File: config.mk
export PLATFORM = sky130hd
export DESIGN_NAME = valid_register_bank_flat
export DESIGN_NICKNAME = d
export VERILOG_FILES = /design/src/rtl/valid_register_bank_if.sv /design/src/rtl/valid_register_bank.sv /design/src/flat_wrapper.sv
export SDC_FILE = /design/constraint.sdc
export NUM_CORES = 1
export LEC_CHECK = 0
export ABC_CLOCK_PERIOD_IN_PS = 8100
export BUFFER_PORTS_ARGS = -buffer_cell sky130_fd_sc_hd__buf_2
export CORE_ASPECT_RATIO = 0.8
export CORE_MARGIN = 10
export CORE_UTILIZATION = 60
export DETAILED_ROUTE_END_ITERATION = 8
export PLACE_DENSITY = 0.84
export SYNTH_ARGS = -nofsm -noshare
export SYNTH_HDL_FRONTEND = slang
export SYNTH_SLANG_ARGS = --single-unit
File: constraint.sdc
create_clock -name Clock -period 8.1 [get_ports Clock]
set_input_delay 1.62 -clock Clock [delete_from_list [all_inputs] [get_ports Clock]]
set_output_delay 1.62 -clock Clock [all_outputs]
set_load 0.03 [all_outputs]
File: src/rtl/valid_register_bank_if.sv
// rtl/valid_register_bank_if.sv - bus bundle for valid_register_bank (write, read, status)
interface valid_register_bank_if #(
  parameter int NrOfBits  = 8,
  parameter int NrOfWords = 4,
  parameter int AddrBits  = 2
);
  logic                ClockEnable;
  logic                Tick;
  logic                Clear;
  logic                Preset;
  logic                ShiftEn;
  logic                WrEn;
  logic [AddrBits-1:0] WrAddr;
  logic [NrOfBits-1:0] D;
  logic                RdEn;
  logic [AddrBits-1:0] RdAddr;
  logic                cs;
  logic [NrOfBits-1:0] Q;
  logic                QValid;
  logic                RdAck;
  logic [NrOfWords-1:0] ValidMask;
  logic [AddrBits:0]   Count;

  modport master (
    output ClockEnable, Tick, Clear, Preset, ShiftEn, WrEn, WrAddr, D, RdEn, RdAddr, cs,
    input  Q, QValid, RdAck, ValidMask, Count
  );

  modport slave (
    input  ClockEnable, Tick, Clear, Preset, ShiftEn, WrEn, WrAddr, D, RdEn, RdAddr, cs,
    output Q, QValid, RdAck, ValidMask, Count
  );
endinterface

File: src/rtl/valid_register_bank.sv
// rtl/valid_register_bank.sv - bank of valid-tagged registers; VALID_REGISTER_BANK_BYPASS_EN forwards same-edge updates to reads
module valid_register_bank #(
  parameter int NrOfBits  = 8,
  parameter int NrOfWords = 4,
  parameter int AddrBits  = 2
) (
  input logic Clock,
  input logic Reset,
  valid_register_bank_if.slave bus
);

  localparam logic [AddrBits:0] Words = (AddrBits + 1)'(NrOfWords);

  logic [NrOfBits-1:0]  mem      [NrOfWords];
  logic [NrOfBits-1:0]  mem_next [NrOfWords];
  logic [NrOfWords-1:0] valid;
  logic [NrOfWords-1:0] valid_next;
  logic [AddrBits:0]    count;
  logic [AddrBits:0]    count_next;
  logic [NrOfBits-1:0]  q_reg;
  logic                 qvalid_reg;
  logic                 rd_ack;
  logic [NrOfBits-1:0]  rd_data;
  logic                 rd_valid;
  logic                 upd_en;
  logic                 wr_in_range;
  logic                 rd_in_range;

  assign upd_en      = bus.ClockEnable & bus.Tick;
  assign wr_in_range = {1'b0, bus.WrAddr} < Words;
  assign rd_in_range = {1'b0, bus.RdAddr} < Words;

  // Next storage state, priority Clear > Preset > Shift > Write
  always_comb begin
    mem_next   = mem;
    valid_next = valid;
    if (bus.Clear) begin
      for (int i = 0; i < NrOfWords; i++) mem_next[i] = '0;
      valid_next = '0;
    end else if (bus.Preset) begin
      for (int i = 0; i < NrOfWords; i++) mem_next[i] = '1;
      valid_next = '1;
    end else if (upd_en && bus.ShiftEn) begin
      mem_next[0] = bus.D;
      for (int i = 1; i < NrOfWords; i++) mem_next[i] = mem[i-1];
      valid_next = {valid[NrOfWords-2:0], 1'b1};
    end else if (upd_en && bus.WrEn && wr_in_range) begin
      mem_next[bus.WrAddr]   = bus.D;
      valid_next[bus.WrAddr] = 1'b1;
    end
  end

  // Population count of the next valid mask so Count lands with the mask
  always_comb begin
    count_next = '0;
    for (int i = 0; i < NrOfWords; i++) count_next = count_next + (AddrBits + 1)'(valid_next[i]);
  end

  // Read source: current contents, or the post-update contents when forwarding
  always_comb begin
    rd_data  = '0;
    rd_valid = 1'b0;
    if (rd_in_range) begin
`ifdef VALID_REGISTER_BANK_BYPASS_EN
      rd_data  = mem_next[bus.RdAddr];
      rd_valid = valid_next[bus.RdAddr];
`else
      rd_data  = mem[bus.RdAddr];
      rd_valid = valid[bus.RdAddr];
`endif
    end
  end

  // Storage, status and read-port registers
  always_ff @(posedge Clock) begin
    if (!Reset) begin
      for (int i = 0; i < NrOfWords; i++) mem[i] <= '0;
      valid      <= '0;
      count      <= '0;
      q_reg      <= '0;
      qvalid_reg <= 1'b0;
      rd_ack     <= 1'b0;
    end else begin
      for (int i = 0; i < NrOfWords; i++) mem[i] <= mem_next[i];
      valid  <= valid_next;
      count  <= count_next;
      rd_ack <= bus.RdEn;
      if (bus.RdEn) begin
        q_reg      <= rd_data;
        qvalid_reg <= rd_valid;
      end
    end
  end

  assign bus.Q         = bus.cs ? '0 : q_reg;
  assign bus.QValid    = bus.cs ? 1'b0 : qvalid_reg;
  assign bus.RdAck     = rd_ack;
  assign bus.ValidMask = valid;
  assign bus.Count     = count;

endmodule
File: src/flat_wrapper.sv
// flat-port wrapper written by rule: the top's interface ports become plain ports
module valid_register_bank_flat 
#(
  parameter int NrOfBits  = 8,
  parameter int NrOfWords = 4,
  parameter int AddrBits  = 2
)
  (Clock, Reset, bus_ClockEnable, bus_Tick, bus_Clear, bus_Preset, bus_ShiftEn, bus_WrEn, bus_WrAddr, bus_D, bus_RdEn, bus_RdAddr, bus_cs, bus_Q, bus_QValid, bus_RdAck, bus_ValidMask, bus_Count);
  valid_register_bank_if #(.NrOfBits(NrOfBits), .NrOfWords(NrOfWords), .AddrBits(AddrBits)) bus_i ();
  input logic Clock;
  input logic Reset;
  input wire logic [$bits(bus_i.ClockEnable)-1:0] bus_ClockEnable;
  input wire logic [$bits(bus_i.Tick)-1:0] bus_Tick;
  input wire logic [$bits(bus_i.Clear)-1:0] bus_Clear;
  input wire logic [$bits(bus_i.Preset)-1:0] bus_Preset;
  input wire logic [$bits(bus_i.ShiftEn)-1:0] bus_ShiftEn;
  input wire logic [$bits(bus_i.WrEn)-1:0] bus_WrEn;
  input wire logic [$bits(bus_i.WrAddr)-1:0] bus_WrAddr;
  input wire logic [$bits(bus_i.D)-1:0] bus_D;
  input wire logic [$bits(bus_i.RdEn)-1:0] bus_RdEn;
  input wire logic [$bits(bus_i.RdAddr)-1:0] bus_RdAddr;
  input wire logic [$bits(bus_i.cs)-1:0] bus_cs;
  output wire logic [$bits(bus_i.Q)-1:0] bus_Q;
  output wire logic [$bits(bus_i.QValid)-1:0] bus_QValid;
  output wire logic [$bits(bus_i.RdAck)-1:0] bus_RdAck;
  output wire logic [$bits(bus_i.ValidMask)-1:0] bus_ValidMask;
  output wire logic [$bits(bus_i.Count)-1:0] bus_Count;
  assign bus_i.ClockEnable = bus_ClockEnable;
  assign bus_i.Tick = bus_Tick;
  assign bus_i.Clear = bus_Clear;
  assign bus_i.Preset = bus_Preset;
  assign bus_i.ShiftEn = bus_ShiftEn;
  assign bus_i.WrEn = bus_WrEn;
  assign bus_i.WrAddr = bus_WrAddr;
  assign bus_i.D = bus_D;
  assign bus_i.RdEn = bus_RdEn;
  assign bus_i.RdAddr = bus_RdAddr;
  assign bus_i.cs = bus_cs;
  assign bus_Q = bus_i.Q;
  assign bus_QValid = bus_i.QValid;
  assign bus_RdAck = bus_i.RdAck;
  assign bus_ValidMask = bus_i.ValidMask;
  assign bus_Count = bus_i.Count;
  valid_register_bank #(.NrOfBits(NrOfBits), .NrOfWords(NrOfWords), .AddrBits(AddrBits)) u_core (.Clock(Clock), .Reset(Reset), .bus(bus_i));
endmodule
==> out/metrics.yaml <==
global_route:
  met3_usage_pct: 6.485
  grt_pass1_wl_um: 12130
  grt-busiest-layer: "met2"
  use_met2_pct: 28.42
  track_usage_pct: 19.63
  grt_pass1_vias: 2357
  antenna_found_initial: 0
  grt_max_degree: 33
  grt_remaining_overflow: 0
  grt_use_met1_pct: 26.23
floorplanning:
  pin_count: 39
  start_util_pct: 63.35
  chipWidth_um: 94.95
  core-area_um2: 4257
  dieArea_um2: 7592
  die_height_um: 79.96
  rows: 21
sta:
  fmax_mhz: 243.2
  clock_skew_ns: 0.01125
  max-slew-margin-rel_pct: 26.89
  fin_crit_ns: 4.112
  fin_tns_setup_ns: 0
  drv_slew: 0
  worst-slew-pin-transition_ns: 1.097
  setup_ws_ns: 3.988
  finalHoldViolations: 0
  post-route-period-util_pct: 50.76
  rsz0062_at_grt: "no"
  setup_viol_count_final: 0
setup_path:
  regToRegEndpoint: "u_core.bus.Count[1]"
  regToRegSetupSlack_ns: 6.12
  reg2reg_depth: 6
  cp-startpoint: "bus_Tick"
  critPathCapture: "u_core.bus.Count[1]"
  critPathKind: "in -> reg"
  r2r_start: "u_core.bus.ValidMask[1]"
  crit_arrival_ns: 4.32
  endpoint_kind: "flip-flop"
  cp-start-kind: "primary input"
  crit_required_ns: 8.31
  critPathMaxFanout: 31
cts:
  clk_path_buf_depth: 2
  clock_sinks: 49
  htree_levels: 2
  clk_pin_slew_ns: 0.10
  cts_resized: 0
  cts_buffers: 5
  clock_latency_ns: 0.32
  cts_hold_buf: 0
  cts_setup_buffers: 0
  cts_tree: "yes"
  root_buffer: "clkbuf_8"
yosys:
  synth_seq_cells: 49
  synthArstFlopShare_pct: 0
  yosys_warnings: 0
  syn_area_um2: 2696
  synth_top_area_share_pct: 36.38
  synthDistinctLibCells: 29
  yosys-top-cells-area: "dfxtp_1 36%, a211oi_1 14%, a41o_1 8.9%"
  syn_inst: 270
  yosysMostFrequentCell: "a211oi_1"
  ys_seq_area_share_pct: 36.38
  synth_common_cells: "51 x a211oi_1, 49 x dfxtp_1, 24 x a31oi_1, 24 x a41o_1, 18 x nand2_1"
  syn_avg_cell_area_um2: 9.986
  yosysTopAreaCell: "dfxtp_1"
  synth_edf_count: 0
  synth_nets: 295
  synthFlopType: "dfxtp_1"
detailed_routing:
  avgRoutedWirePerCell_um: 21.50
  wirelength_um: 7287
  drt_iter0_markers: 262
  drcViolationCount: 0
  via_per_inst: 7.327
  ant_nets: 0
  num_vias: 2484
  firstDrtPassIters: 5
finish:
  syn2layout_area_growth_pct: 7.564
  drive_gt1_share_pct: 25.89
  largest_reg_flops: 32
  nFillCells: 345
  nets: 306
  insertedDiodeCount: 0
placement:
  globalplace.congestion: 0.9038
  portBuffers: 38
  pre_cts_ws_ns: 3.714
  dpl.hpwl_um: 4606
power:
  static-leakage-power_nw: 1.205
  max-vdd-ir-drop_uv: 143.2
  power_density_nw_per_um2: 187.6
job:
  cap_violations: 0
worst_hold_path:
  hold_class: "reg -> reg"
  min_from: "u_core.q_reg[5]"
run_status:
  status: "finished clean"
[through the flow]
step / hold WS, ns / power (mW) / instances / instance area, um2 / utilization [%]
detailed placement: 0.4591 / 0.3649 / 331 / 2785 / 65.43
floorplan: 0.4415 / 0.3405 / 270 / 2696 / -
finish: 0.4741 / 0.5442 / 339 / 2900 / 68.14
CTS: 0.4765 / 0.5430 / 339 / 2900 / 68.14
global route: 0.4925 / 0.5669 / 339 / 2900 / 68.14
global placement: 0.4552 / 0.3626 / 331 / 2785 / 65.43
[kinds of logic (layout without fill, tap and decap cells)]
group / Yosys count / in the layout / synth area share (%)
compound gates: 115 / 115 / 35.50
fa+ha+maj: 3 / 3 / 1.670
buf+inv: 36 / 48 / 6.960
flops: 49 / 49 / 36.38
mux: 9 / 9 / 7.517
simple gates: 58 / 58 / 11.97
[report_power, final]
part	leakage (nW)	switching, mW	internal (mW)
Clock	0.0543	0.0892	0.0925
Sequential	0.402	0.00907	0.254
Combinational	0.749	0.0616	0.0378
Total	1.20	0.160	0.384
[worst min-delay path by stage]
| stage | endpoint | slack [ns] | cells after the start |
|---|---|---|---|
| 2_1_floorplan | u_core.q_reg[1] | 0.44 | 2 |
| 3_3_place_gp | u_core.q_reg[6] | 0.46 | 2 |
| 3_5_place_dp | u_core.q_reg[0] | 0.46 | 2 |
| 4_1_cts | u_core.q_reg[5] | 0.48 | 2 |
| 5_1_grt | u_core.q_reg[0] | 0.49 | 2 |
| 6_report | u_core.q_reg[5] | 0.47 | 2 |
[placed cells by master, fill, tap and decap left out, types with 9 or more instances in the layout]
cell type and count:
nand3b_1 9, a211oi_1 51, nand2_1 18, nor2b_1 12
a31oi_1 24, nor3_1 10, buf_2 38, dfxtp_1 49
mux4_2 9, a41o_1 24
[layout make-up]
type	count	area, um2	share of cell area, %
Sequential cell	49	980.9	33.82
Tap cell	57	71.32	2.459
Timing Repair Buffer	40	205.2	7.075
Clock buffer	5	68.82	2.373
Multi-Input combinational cell	185	1528	52.67
Clock inverter	3	46.29	1.596
[critical path, cell delays in order]
cell,delay (ns)
buf_2,0.41
a31o_2,0.72
a21o_1,0.36
o21ba_2,0.19
ha_1,0.23
fa_1,0.37
ha_1,0.27
and2_1,0.15
[layer usage]
layer	up-vias	routed length [um]
li1	1113	-
met1	1171	3031
met2	176	3299
met3	24	797
met4	0	159
met5	-	0
Power figures use the tool's default switching activity.
